`src/rtl/rnn_seq_ctrl_if.sv`:
```
// rnn_seq_ctrl_if: host, status and accelerator register-port signals of the RNN sequence controller.
// The master modport is the controller side; the slave modport is the host/accelerator side.
interface rnn_seq_ctrl_if;
    logic        emb_valid;
    logic [15:0] emb_data;
    logic        emb_ready;
    logic        start;
    logic [7:0]  seq_len;
    logic        busy;
    logic        done;
    logic        err;
    logic [15:0] result;
    logic        result_pos;
    logic        m_read;
    logic        m_write;
    logic [2:0]  m_addr;
    logic [31:0] m_wdata;
    logic [31:0] m_rdata;

    modport master (
        input  emb_valid, emb_data, start, seq_len, m_rdata,
        output emb_ready, busy, done, err, result, result_pos,
        output m_read, m_write, m_addr, m_wdata
    );

    modport slave (
        output emb_valid, emb_data, start, seq_len, m_rdata,
        input  emb_ready, busy, done, err, result, result_pos,
        input  m_read, m_write, m_addr, m_wdata
    );
endinterface

```
`src/rtl/rnn_seq_ctrl.sv`:
```
// rnn_seq_ctrl: buffers embedding elements and sequences an RNN accelerator through steps, dense and result read.
// Optional poll watchdog enabled by defining RNN_SEQ_TIMEOUT_EN (limit POLL_LIMIT consecutive polls).
module rnn_seq_ctrl #(
    parameter int FIFO_DEPTH = 16,
    parameter int POLL_LIMIT = 1024
) (
    input logic           clk,
    input logic           rst_n,
    rnn_seq_ctrl_if.master bus
);
    localparam int AW = $clog2(FIFO_DEPTH);

    typedef enum logic [2:0] {IDLE, FEED, KICK, WAIT_STEP, DENSE, WAIT_RES, READ, DONE} state_t;

    state_t      state_q, state_d;
    logic [15:0] mem_q [FIFO_DEPTH];
    logic [AW:0] wr_ptr_q, wr_ptr_d, rd_ptr_q, rd_ptr_d;
    logic [1:0]  idx_q, idx_d;
    logic [7:0]  len_q, len_d, step_q, step_d;
    logic        err_q, err_d;
    logic [15:0] result_q, result_d;
    logic        pos_q, pos_d;
    logic        empty, full, push, pop, timeout;
    logic [15:0] head;
    logic        unused;

    assign empty = wr_ptr_q == rd_ptr_q;
    assign full  = (wr_ptr_q[AW] != rd_ptr_q[AW]) && (wr_ptr_q[AW-1:0] == rd_ptr_q[AW-1:0]);
    assign push  = bus.emb_valid && !full;
    assign pop   = (state_q == FEED) && !empty;
    assign head  = mem_q[rd_ptr_q[AW-1:0]];
    assign unused = ^bus.m_rdata[31:16];

    assign wr_ptr_d = wr_ptr_q + {{AW{1'b0}}, push};
    // A watchdog abort discards everything queued, including a push in the same cycle.
    assign rd_ptr_d = timeout ? wr_ptr_d : rd_ptr_q + {{AW{1'b0}}, pop};

`ifdef RNN_SEQ_TIMEOUT_EN
    localparam int PW = $clog2(POLL_LIMIT + 1);
    logic [PW-1:0] poll_q, poll_d;
    logic          polling;

    assign polling = ((state_q == WAIT_STEP) || (state_q == WAIT_RES)) && !bus.m_rdata[0];
    assign poll_d  = polling ? poll_q + PW'(1) : '0;
    assign timeout = polling && (poll_q == PW'(POLL_LIMIT - 1));

    always_ff @(posedge clk or negedge rst_n) begin
        if (!rst_n) poll_q <= '0;
        else        poll_q <= poll_d;
    end
`else
    localparam int UNUSED_POLL_LIMIT = POLL_LIMIT;
    assign timeout = 1'b0;
`endif

    always_ff @(posedge clk) begin
        if (push) mem_q[wr_ptr_q[AW-1:0]] <= bus.emb_data;
    end

    // Port strobes depend only on registered state so the accelerator's read data never loops back.
    always_comb begin
        bus.m_read  = 1'b0;
        bus.m_write = 1'b0;
        bus.m_addr  = 3'd0;
        bus.m_wdata = 32'd0;
        case (state_q)
            FEED: begin
                bus.m_write = !empty;
                bus.m_addr  = empty ? 3'd0 : 3'd1;
                bus.m_wdata = empty ? 32'd0 : {8'h00, 6'b0, idx_q, head};
            end
            KICK:      bus.m_write = 1'b1;
            WAIT_STEP: begin
                bus.m_read = 1'b1;
                bus.m_addr = 3'd1;
            end
            DENSE: begin
                bus.m_write = 1'b1;
                bus.m_addr  = 3'd7;
            end
            WAIT_RES:  bus.m_read = 1'b1;
            READ: begin
                bus.m_read = 1'b1;
                bus.m_addr = 3'd7;
            end
            default: ;
        endcase
    end

    always_comb begin
        state_d  = state_q;
        idx_d    = idx_q;
        len_d    = len_q;
        step_d   = step_q;
        err_d    = timeout;
        result_d = result_q;
        pos_d    = pos_q;
        case (state_q)
            IDLE: begin
                if (bus.start && (bus.seq_len == 8'd0)) begin
                    err_d = 1'b1;
                end else if (bus.start) begin
                    state_d = FEED;
                    len_d   = bus.seq_len;
                    step_d  = 8'd0;
                    idx_d   = 2'd0;
                end
            end
            FEED: begin
                if (pop) begin
                    idx_d   = idx_q + 2'd1;
                    state_d = (idx_q == 2'd3) ? KICK : FEED;
                end
            end
            KICK:  state_d = WAIT_STEP;
            WAIT_STEP: begin
                if (bus.m_rdata[0]) begin
                    step_d  = step_q + 8'd1;
                    idx_d   = 2'd0;
                    state_d = (step_q + 8'd1 == len_q) ? DENSE : FEED;
                end
            end
            DENSE: state_d = WAIT_RES;
            WAIT_RES: state_d = bus.m_rdata[0] ? READ : WAIT_RES;
            READ: begin
                result_d = bus.m_rdata[15:0];
                pos_d    = ~bus.m_rdata[15];
                state_d  = DONE;
            end
            DONE: state_d = IDLE;
            default: state_d = IDLE;
        endcase
        if (timeout) state_d = IDLE;
    end

    always_ff @(posedge clk or negedge rst_n) begin
        if (!rst_n) begin
            state_q  <= IDLE;
            wr_ptr_q <= '0;
            rd_ptr_q <= '0;
            idx_q    <= 2'd0;
            len_q    <= 8'd0;
            step_q   <= 8'd0;
            err_q    <= 1'b0;
            result_q <= 16'd0;
            pos_q    <= 1'b0;
        end else begin
            state_q  <= state_d;
            wr_ptr_q <= wr_ptr_d;
            rd_ptr_q <= rd_ptr_d;
            idx_q    <= idx_d;
            len_q    <= len_d;
            step_q   <= step_d;
            err_q    <= err_d;
            result_q <= result_d;
            pos_q    <= pos_d;
        end
    end

    assign bus.emb_ready  = !full;
    assign bus.busy       = (state_q != IDLE) && (state_q != DONE);
    assign bus.done       = state_q == DONE;
    assign bus.err        = err_q;
    assign bus.result     = result_q;
    assign bus.result_pos = pos_q;
endmodule

```
`src/flat_wrapper.sv`:
```
// flat-port wrapper written by rule: the top's interface ports become plain ports
module rnn_seq_ctrl_flat 
#(
    parameter int FIFO_DEPTH = 16,
    parameter int POLL_LIMIT = 1024
)
  (clk, rst_n, bus_emb_valid, bus_emb_data, bus_start, bus_seq_len, bus_m_rdata, bus_emb_ready, bus_busy, bus_done, bus_err, bus_result, bus_result_pos, bus_m_read, bus_m_write, bus_m_addr, bus_m_wdata);
  rnn_seq_ctrl_if bus_i ();
  input logic clk;
  input logic rst_n;
  input wire logic [$bits(bus_i.emb_valid)-1:0] bus_emb_valid;
  input wire logic [$bits(bus_i.emb_data)-1:0] bus_emb_data;
  input wire logic [$bits(bus_i.start)-1:0] bus_start;
  input wire logic [$bits(bus_i.seq_len)-1:0] bus_seq_len;
  input wire logic [$bits(bus_i.m_rdata)-1:0] bus_m_rdata;
  output wire logic [$bits(bus_i.emb_ready)-1:0] bus_emb_ready;
  output wire logic [$bits(bus_i.busy)-1:0] bus_busy;
  output wire logic [$bits(bus_i.done)-1:0] bus_done;
  output wire logic [$bits(bus_i.err)-1:0] bus_err;
  output wire logic [$bits(bus_i.result)-1:0] bus_result;
  output wire logic [$bits(bus_i.result_pos)-1:0] bus_result_pos;
  output wire logic [$bits(bus_i.m_read)-1:0] bus_m_read;
  output wire logic [$bits(bus_i.m_write)-1:0] bus_m_write;
  output wire logic [$bits(bus_i.m_addr)-1:0] bus_m_addr;
  output wire logic [$bits(bus_i.m_wdata)-1:0] bus_m_wdata;
  assign bus_i.emb_valid = bus_emb_valid;
  assign bus_i.emb_data = bus_emb_data;
  assign bus_i.start = bus_start;
  assign bus_i.seq_len = bus_seq_len;
  assign bus_i.m_rdata = bus_m_rdata;
  assign bus_emb_ready = bus_i.emb_ready;
  assign bus_busy = bus_i.busy;
  assign bus_done = bus_i.done;
  assign bus_err = bus_i.err;
  assign bus_result = bus_i.result;
  assign bus_result_pos = bus_i.result_pos;
  assign bus_m_read = bus_i.m_read;
  assign bus_m_write = bus_i.m_write;
  assign bus_m_addr = bus_i.m_addr;
  assign bus_m_wdata = bus_i.m_wdata;
  rnn_seq_ctrl #(.FIFO_DEPTH(FIFO_DEPTH), .POLL_LIMIT(POLL_LIMIT)) u_core (.clk(clk), .rst_n(rst_n), .bus(bus_i));
endmodule
```
`config.mk`:
```
export PLATFORM = sky130hd
export DESIGN_NAME = rnn_seq_ctrl_flat
export DESIGN_NICKNAME = d
export VERILOG_FILES = /design/src/rtl/rnn_seq_ctrl_if.sv /design/src/rtl/rnn_seq_ctrl.sv /design/src/flat_wrapper.sv
export SDC_FILE = /design/constraint.sdc
export NUM_CORES = 1
export LEC_CHECK = 0
export ABC_AREA = 1
export BUFFER_PORTS_ARGS = -buffer_cell sky130_fd_sc_hd__clkbuf_2
export CORE_MARGIN = 4
export CORE_UTILIZATION = 59
export CTS_CLUSTER_DIAMETER = 30
export DETAILED_ROUTE_END_ITERATION = 10
export PLACE_DENSITY = 0.88
export SYNTH_ARGS = -nofsm -noshare
export SYNTH_HDL_FRONTEND = slang
export SYNTH_SLANG_ARGS = --single-unit
export TNS_END_PERCENT = 5
```
`constraint.sdc`:
```
create_clock -name clk -period 2.56 [get_ports clk]
set_clock_uncertainty 0.1 [all_clocks]
set_input_delay 0.128 -clock clk [delete_from_list [all_inputs] [get_ports clk]]
set_output_delay 0.128 -clock clk [all_outputs]
set_load 0.02 [all_outputs]
```
# Yosys cells after proc, flatten, opt, wreduce, memory -nomap -nowiden
# Memory sizes are Yosys's and may differ from the RTL's.
# Index checks and enable logic that the tools add are counted.
# W data, S select, Z words.
# word_totals
regBits	49
latchBits	0
ramBits	256
rom_bits	0
inputBits	60
out_inout_bits	58
wordCells	79
n_memories	1
# classes
add_sub_neg	4
multipliers	0
div	0
magnitude_cmp	0
n_eq_ne	17
n_shift	0
muxes	27
n_bitwise	2
reduce_logical	19
# memory_table
name	depth	width	read_ports	rd_clocked_by_memory_dff	write_ports	line_no	source
u_core.mem_q	16	16	1	0	1	rnn_seq_ctrl.sv:16	logic [15:0] mem_q [FIFO_DEPTH];
# ops
operator	n
$mux W32	1
$mux W8	3
$pmux W3 S8	1
$mux W18	1
$pmux W8 S2	1
$mux W3	5
$eq A3 B3 Y1 const B	4
$mux W2	6
$add A5 B1 Y5	2
$pmux W3 S3	1
$add A8 B1 Y8 const B	1
$eq A8 B8 Y1	1
$logic_not A8 Y1	1
$reduce_and A4 Y1	2
$eq A3 B2 Y1 const B	2
$mux W1	6
$ne A2 B2 Y1 const B	3
$pmux W2 S3	1
$reduce_bool A3 Y1	2
$eq A5 B5 Y1	1
$logic_and A1 B1 Y1	5
$reduce_and A5 Y1	1
$eq A4 B4 Y1	1
$reduce_or A2 Y1	2
13 further kinds	15

# Longest topological paths before layout
# Gate-level depths: netlist of run 1.
# logic_depth
word_depth	6
depth_mapped	13
ltp_nobuf	11

# Least setup slack after synthesis of run 1
# OpenSTA, ideal clock, no wires.
# synth_path
path_type	register to register
startpoint	register u_core.rd_ptr_q[0]
endpoint	memory u_core.mem_q[10][0] (enable)
setup_ps	388
arrival_time_ps	1996
required_ps	2072
setup_slack_ps	76
stages_incl_launch_ff	9
path_buffers	1
period_less_slack_ps	2484
cell_sequence	dfrtp_1 buf_6 xor2_1 nor2_1 nand3_1 nand2_1 inv_1 nand3_1 nor2_1
# synth_between
elab_chain_cells	6
# synth_lines
item	line_no	source
start, declared	rnn_seq_ctrl.sv:17	logic [AW:0] wr_ptr_q, wr_ptr_d, rd_ptr_q, rd_ptr_d;
start signal, assigned	rnn_seq_ctrl.sv:150	rd_ptr_q <= rd_ptr_d;
$eq A4 B4 Y1	rnn_seq_ctrl.sv:28	assign full = (wr_ptr_q[AW] != rd_ptr_q[AW]) && (wr_ptr_q[AW-1:0] == rd_ptr_q[AW-1:0]);
$logic_and A1 B1 Y1	rnn_seq_ctrl.sv:28	
$logic_not A1 Y1	-	
named net bus_emb_ready	flat_wrapper.sv:16	output wire logic [$bits(bus_i.emb_ready)-1:0] bus_emb_ready;
$logic_and A1 B1 Y1	rnn_seq_ctrl.sv:29	assign push = bus.emb_valid && !full;
$mux W1	rnn_seq_ctrl.sv:57	if (push) mem_q[wr_ptr_q[AW-1:0]] <= bus.emb_data;
$mux W1 (not written as such)	rnn_seq_ctrl.sv:57	
end, declared	rnn_seq_ctrl.sv:16	
# The timed path passes the listed nets, and every way through them passes these cells.

# Final worst setup path of run 1
# layout_path
startpoint	register u_core.rd_ptr_q[0]
endpoint	output bus_m_wdata[2]
# layout_between
elab_chain_cells	3
elab_cells_between_ends	4
classes_between	eq/ne (1); mux (2); memory (1)
# layout_lines
item	line_no	source
$mem_v2 Z16 W16 / $eq A5 B5 Y1 (equally long branches)	-	
$mux W18 *	rnn_seq_ctrl.sv:70	bus.m_wdata = empty ? 32'd0 : {8'h00, 6'b0, idx_q, head};
$mux W32 *	rnn_seq_ctrl.sv:66	case (state_q)
end, declared	flat_wrapper.sv:25	output wire logic [$bits(bus_i.m_wdata)-1:0] bus_m_wdata;
# Mark *: on every way between the ends. The rest lies on a longest branch, timed or not.

==> impl_metrics.py, run 1 <==
metrics = {
    "worst_setup_path": {
        "path_cells": "clkinv_8 > buf_6 > nor2_1 > nor2_1 > o21ai_0 > o21ai_1 > o21ai_1 > nand2_1 > nand2_1 > a21oi_2 > clkbuf_8",
        "worstReg2RegStart": "u_core.rd_ptr_q[0]",
        "cp.arrival_ps": 2630,
        "crit_fanout": 10,
        "crit_path_start_kind": "register",
        "end_kind": "primary output",
        "startpoint": "u_core.rd_ptr_q[0]",
        "worst_path_max_delay_cell": "dfrtp_4",
        "crit_type": "register to primary output",
        "r2r_cells": 8,
        "critPathMaxStageDelay_ps": 600,
        "cp.required_ps": 2330,
    },
    "clock_tree": {
        "htreeDepth": 2,
        "cts.sinks": 305,
        "cts_root_buf": "clkbuf_16",
        "cts_buffers": 53,
        "clk_pin_slew_ps": 50,
        "cts_buffer_depth": 3,
        "clk_latency_ps": 580,
        "cts_tree": "built",
    },
    "pwr": {
        "p_total_mw": 22.1,
        "combPwrFrac": 0.388,
        "p_switching_mw": 8.53,
        "power_density_nw_per_um2": 1340,
        "power.share.clock": 0.313,
        "max-vdd-ir-drop_mv": 1.10,
        "p_seq_frac": 0.298,
        "p_int_mw": 13.6,
        "p_sw_frac": 0.386,
        "leakagePower_nw": 6.28,
    },
    "die": {
        "ios": 118,
        "coreArea_um2": 21200,
        "die_h_um": 155,
        "fp.dieW_um": 155,
        "start_util": 0.604,
        "row_count": 53,
        "fp.dieArea_um2": 24200,
    },
    "global_routing": {
        "globalRouteOverflowTotal": 0,
        "grt_max_degree": 94,
        "antenna_found_initial": 1,
        "grtUsageTotal": 0.296,
        "grt_pass1_wl_um": 54700,
        "grt_pass1_vias": 9854,
    },
    "route": {
        "vias": 10138,
        "postRouteWirelength_um": 38000,
        "first_pass_iters": 6,
        "drc": 0,
        "drt_iter0_drc": 1443,
        "wl_per_cell_um": 23.5,
        "vias_per_cell": 6.27,
        "ant_nets": 0,
    },
    "sta": {
        "worst_pin_slew_ps": 850,
        "hold_viol": 0,
        "period_minus_slack_ps": 2860,
        "clock.fmax_mhz": 350,
        "drv_slew": 0,
        "worst_slack_ps": -297,
        "setup_violations": 16,
        "fin_crit_sh": 1.12,
        "slew-limit-headroom": 0.433,
        "rsz0062_at_grt": "yes",
    },
    "logic_synthesis": {
        "syn_area_um2": 12800,
        "syn_avg_cell_area_um2": 11.6,
        "yosysWarningCount": 0,
        "synthArstFlopShare": 0.161,
        "yosys_most_used_dff": "edfxtp_1",
        "yosys.area.top_type_share": 0.600,
        "synth_cells": 1103,
        "yosysSeqAreaShare": 0.695,
        "synth_cell_type_count": 36,
        "synth_area_leaders": "edfxtp_1 (60%), dfrtp_1 (9.6%), nor2_1 (6.6%)",
        "synth_edf_count": 256,
        "synth_most_common_cell": "edfxtp_1",
        "yosys.area.top_type": "edfxtp_1",
        "ys_top_cells_by_count": "edfxtp_1 (256), nor2_1 (226), nand2_1 (132)",
        "ys_ff_latch": 305,
    },
    "final_layout": {
        "synthToLayoutAreaGrowth_pct": 29.0,
        "stdcell_area_um2": 16500,
        "drive_gt1_frac": 0.229,
        "fillers": 1058,
        "nets": 1362,
    },
    "run": {
        "cap_violations": 0,
    },
    "status": {
        "status": "complete, but fails checks",
        "violations": "negative setup slack",
    },
    "placed_design": {
        "hpwl_um": 17800,
        "place.gp.congestion": 0.821,
        "dpl_cell_area_um2": 13700,
        "io_buffer_count": 87,
    },
    "hold_path": {
        "hold_path_class": "primary input to asynchronous set/reset pin",
    },
}
==> cell type report <==
cell class | instances | area [um2] | area share
Tap cell | 275 | 344 | 0.0208
Inverter | 46 | 201 | 0.0122
Antenna cell | 1 | 2.50 | 0.000151
Timing Repair Buffer | 197 | 1770 | 0.107
Clock buffer | 56 | 1340 | 0.0808
Multi-Input combinational cell | 691 | 3510 | 0.212
Timing Repair inverter | 2 | 25.0 | 0.00151
Clock inverter | 44 | 435 | 0.0263
Sequential cell | 305 | 8920 | 0.539
==> flip-flops by register name, summed over array words and instances, names as in the netlist <==
name and count:
u_core.wr_ptr_q 5, u_core.state_q 3, u_core.rd_ptr_q 5, u_core.bus.result 16, u_core.step_q 8, u_core.len_q 8
u_core.bus.result_pos 1, u_core.mem_q 256, u_core.idx_q 2, u_core.bus.err 1
==> final timing paths <==
path / end / slack (ps)
worst max-delay path: bus_m_wdata[2] / -300
worst min-delay path: u_core.wr_ptr_q[0] / 140
worst max register to register: u_core.mem_q[7][12] / 50
worst min register to register: u_core.bus.result[2] / 370
max in group asynchronous: u_core.bus.result[12] / 1480
min in group clk: u_core.bus.result[6] / 200
==> critical path: cells and delay by family (launching register included) <==
family	cells	cell delay, ps
AO/OA/AOI/OAI	4	610
buffers and inverters	3	480
flip-flops	1	600
AND/OR/NAND/NOR	4	360
==> cell families (layout without fill, tap and decap cells) <==
group / count (synthesis) / in the layout / synth area share
AOI/OAI and AO/OA: 241 / 241 / 0.109
adders and majority gates: 6 / 6 / 0.00586
xor gates and xnor gates: 13 / 13 / 0.00888
and+or+nand+nor: 411 / 411 / 0.128
DFF: 305 / 305 / 0.695
muxes: 6 / 6 / 0.00468
other: 1 / 15 / 0.000292
buffers and inverters: 120 / 345 / 0.0482
==> placed cells by master (no fill, tap or decap), types with 6 or more instances in the layout <==
cell	n
o32ai_1	17
inv_1	40
conb_1	14
edfxtp_1	256
nand3_1	31
clkinv_1	12
o21ai_0	102
nor2_2	20
a21oi_1	7
mux2i_1	6
nand2_1	130
nand2_2	12
ha_1	6
buf_4	50
o21ai_1	61
nor2_1	207
clkbuf_16	58
xor2_1	9
a21oi_2	11
dfrtp_1	46
buf_12	6
clkinv_2	9
clkbuf_2	72
inv_6	8
o211ai_1	26
clkinvlp_4	7
dlygate4sd3_1	44
==> what timing repair did <==
item,in CTS,in global routing
pin swaps,3,11
setup endpoints to repair,16,16
resized for setup,43,66
endpoints found under the hold margin,319,0
buffers inserted,7,4
gates cloned,6,5
hold buffers,44,0
==> per-stage QoR <==
| stage | setup WS, ps | hold WS (ps) | utilization | setup TNS, ps | instances |
|---|---|---|---|---|---|
| 3_3_place_gp | 411 | 161 | 0.644 | 0 | 1450 |
| 3_5_place_dp | 328 | 181 | 0.644 | 0 | 1450 |
| 4_1_cts | -68.6 | 127 | 0.766 | -638 | 1607 |
| 2_1_floorplan | 75.6 | -268 | - | 0 | 1116 |
| 5_1_grt | -334 | 216 | 0.780 | -2830 | 1617 |
| 6_report | -297 | 137 | 0.780 | -2120 | 1617 |
==> layer usage <==
metal / track usage / vias to the layer above / routed length (um) / part of all wire
met4: 0.133 / 0 / 2010 / 0.053
li1: - / 4269 / - / -
met2: 0.507 / 880 / 18900 / 0.50
met5: 0 / - / 0 / 0
met3: 0.0637 / 198 / 4420 / 0.12
met1: 0.362 / 4791 / 12600 / 0.33
==> power by group through the flow <==
| stage | Sequential, mW | Combinational (mW) | Clock (mW) |
|---|---|---|---|
| global placement | 6.52 | 6.19 | 0 |
| floorplan | 6.51 | 4.50 | 0 |
| detailed placement | 6.55 | 6.44 | 0 |
| global route | 6.63 | 9.05 | 7.20 |
| finish | 6.60 | 8.59 | 6.93 |
| CTS | 6.53 | 7.55 | 6.91 |
No activity file was read; power rests on OpenSTA's default activity.
==> run 2, diff against run 1 <==
--- a/config.mk
+++ b/config.mk
@@ -11,7 +11,7 @@
 export CORE_UTILIZATION = 59
 export CTS_CLUSTER_DIAMETER = 30
 export DETAILED_ROUTE_END_ITERATION = 10
-export PLACE_DENSITY = 0.88
+export PLACE_DENSITY_LB_ADDON = 0.12
 export SYNTH_ARGS = -nofsm -noshare
 export SYNTH_HDL_FRONTEND = slang
 export SYNTH_SLANG_ARGS = --single-unit
==> impl_metrics.py, run 2 (synthesis results as in run 1) <==
metrics = {
    "worst_setup_path": {
        "crit_fanout": 16,
        "crit_path_start_kind": "register",
        "critPathMaxStageDelay_ps": 540,
        "end_kind": "primary output",
        "cp_top_family": "compound AO/OA/AOI/OAI gates",
        "crit_cells": 9,
        "worst_path_max_delay_cell": "dfrtp_4",
        "worstReg2RegStart": "u_core.rd_ptr_q[0]",
        "cp.arrival_ps": 2380,
        "crit_type": "register to primary output",
        "path_cells": "buf_12 > clkbuf_16 > o21ai_0 > o211ai_1 > o21ai_1 > nand2_1 > nand2_1 > a21oi_2 > buf_4",
        "r2r_end": "u_core.mem_q[7][13]",
        "r2r_slack_ps": 250,
        "worst-path-buf-inv": 3,
        "path_common_cell": "nand2_1",
        "cp.required_ps": 2330,
        "r2r_cells": 8,
    },
    "route": {
        "wl_per_cell_um": 19.7,
        "drt_iter0_drc": 900,
        "first_pass_iters": 6,
        "vias_per_cell": 5.67,
        "ant_nets": 0,
        "postRouteWirelength_um": 31900,
        "drc": 0,
        "vias": 9203,
    },
    "sta": {
        "tns_ps": -173,
        "slew-limit-headroom": 0.443,
        "worst_pin_slew_ps": 835,
        "period_minus_slack_ps": 2600,
        "rsz0062_at_grt": "yes",
        "worst_slack_ps": -43.6,
        "hold_viol": 0,
        "clock.fmax_mhz": 384,
        "fin_crit_sh": 1.02,
        "setup_violations": 9,
        "drv_slew": 0,
        "whs_ps": 117,
    },
    "global_routing": {
        "grt_util_met3": 0.0520,
        "use_met1": 0.341,
        "antenna_found_initial": 0,
        "grtUsageTotal": 0.260,
        "grt_use_met2": 0.432,
        "grt.busiest_layer": "met2",
        "globalRouteOverflowTotal": 0,
        "grt_pass1_wl_um": 49000,
        "grt_pass1_vias": 9172,
        "grt_max_degree": 68,
    },
    "die": {
        "fp.dieW_um": 155,
        "fp.dieArea_um2": 24200,
        "coreArea_um2": 21200,
        "start_util": 0.604,
        "die_h_um": 155,
        "ios": 118,
        "row_count": 53,
    },
    "clock_tree": {
        "cts.sinks": 305,
        "clk_latency_ps": 560,
        "cts_buffers": 55,
        "cts_root_buf": "clkbuf_16",
        "cts_tree": "built",
        "clk_pin_slew_ps": 60,
        "cts_buffer_depth": 3,
        "htreeDepth": 2,
    },
    "pwr": {
        "leakagePower_nw": 6.36,
        "max-vdd-ir-drop_mv": 1.08,
        "power_density_nw_per_um2": 1320,
        "p_total_mw": 22.1,
    },
    "hold_path": {
        "hold_path_class": "primary input to asynchronous set/reset pin",
    },
    "final_layout": {
        "largest_reg_flops": 256,
        "layout.cells.most_common_list": "edfxtp_1 (256), nor2_1 (209), nand2_1 (131)",
        "nets": 1367,
        "layout.cells.non_filler": 1623,
        "fin_util": 0.788,
        "final_common_cell": "edfxtp_1",
        "drive_gt1_frac": 0.241,
        "synthToLayoutAreaGrowth_pct": 30.4,
        "n_antenna_cell": 0,
    },
    "placed_design": {
        "io_buffer_count": 87,
        "place_inst": 1452,
        "hpwl_um": 16400,
        "place.gp.congestion": 0.837,
    },
    "status": {
        "violations": "negative setup slack",
        "status": "complete, but fails checks",
    },
    "run": {
        "cap_violations": 0,
    },
}
[run 2: cell types whose count changed in the layout (fill, tap and decap cells not counted), moves of 4 or more]
cell | previous run | this run
o21ai_0 | 102 | 81
o21ai_1 | 61 | 74
inv_8 | 0 | 9
o21ai_2 | 3 | 11
clkbuf_1 | 3 | 9
clkinv_1 | 12 | 7
clkinv_2 | 9 | 4
o32ai_1 | 17 | 13
o32ai_2 | 5 | 9
[run 2: worst max-delay path by stage]
stage	start	end	slack (ps)
after floorplan	u_core.rd_ptr_q[0]	u_core.mem_q[10][0]	80
after global placement	u_core.rd_ptr_q[0]	bus_m_wdata[8]	260
after detailed placement	u_core.rd_ptr_q[0]	bus_m_wdata[8]	240
after CTS	u_core.rd_ptr_q[0]	bus_m_wdata[6]	-50
after global routing	u_core.rd_ptr_q[0]	bus_m_wdata[14]	-110
final	u_core.rd_ptr_q[0]	bus_m_wdata[4]	-40
[run 2: timing repair]
item	4_1_cts	5_1_grt
setup endpoints to repair	16	16
cloned	5	4
resized for setup	80	57
hold endpoints to repair	318	0
hold buffers	44	0
pin swaps	10	15
setup buffers	12	3
[run 2: routing by layer]
metal	vias to the layer above	wire, um
met3	80	2700
met5	-	0
met2	412	15700
li1	4301	-
met1	4410	12600
met4	0	965
[run 2: cell type report]
type	instances	area, um2
Sequential cell	305	8920
Multi-Input combinational cell	691	3560
Inverter	46	201
Tap cell	275	344
Timing Repair Buffer	201	1800
Clock inverter	40	467
Clock buffer	64	1410
Fill cell	1209	4500
Timing Repair inverter	1	11.3
[run 2: per-stage QoR]
step	area [um2]	setup slack, ps
3_3_place_gp	13700	264
3_5_place_dp	13700	242
6_report	16700	-43.6
4_1_cts	16500	-54.7
5_1_grt	16700	-112
2_1_floorplan	12900	75.6
[run 2: power breakdown]
group / total [mW] / internal [mW] / switching [mW]
combinational: 8.44 / 3.24 / 5.21
sequential: 6.51 / 6.12 / 0.386
clock: 7.17 / 4.57 / 2.60
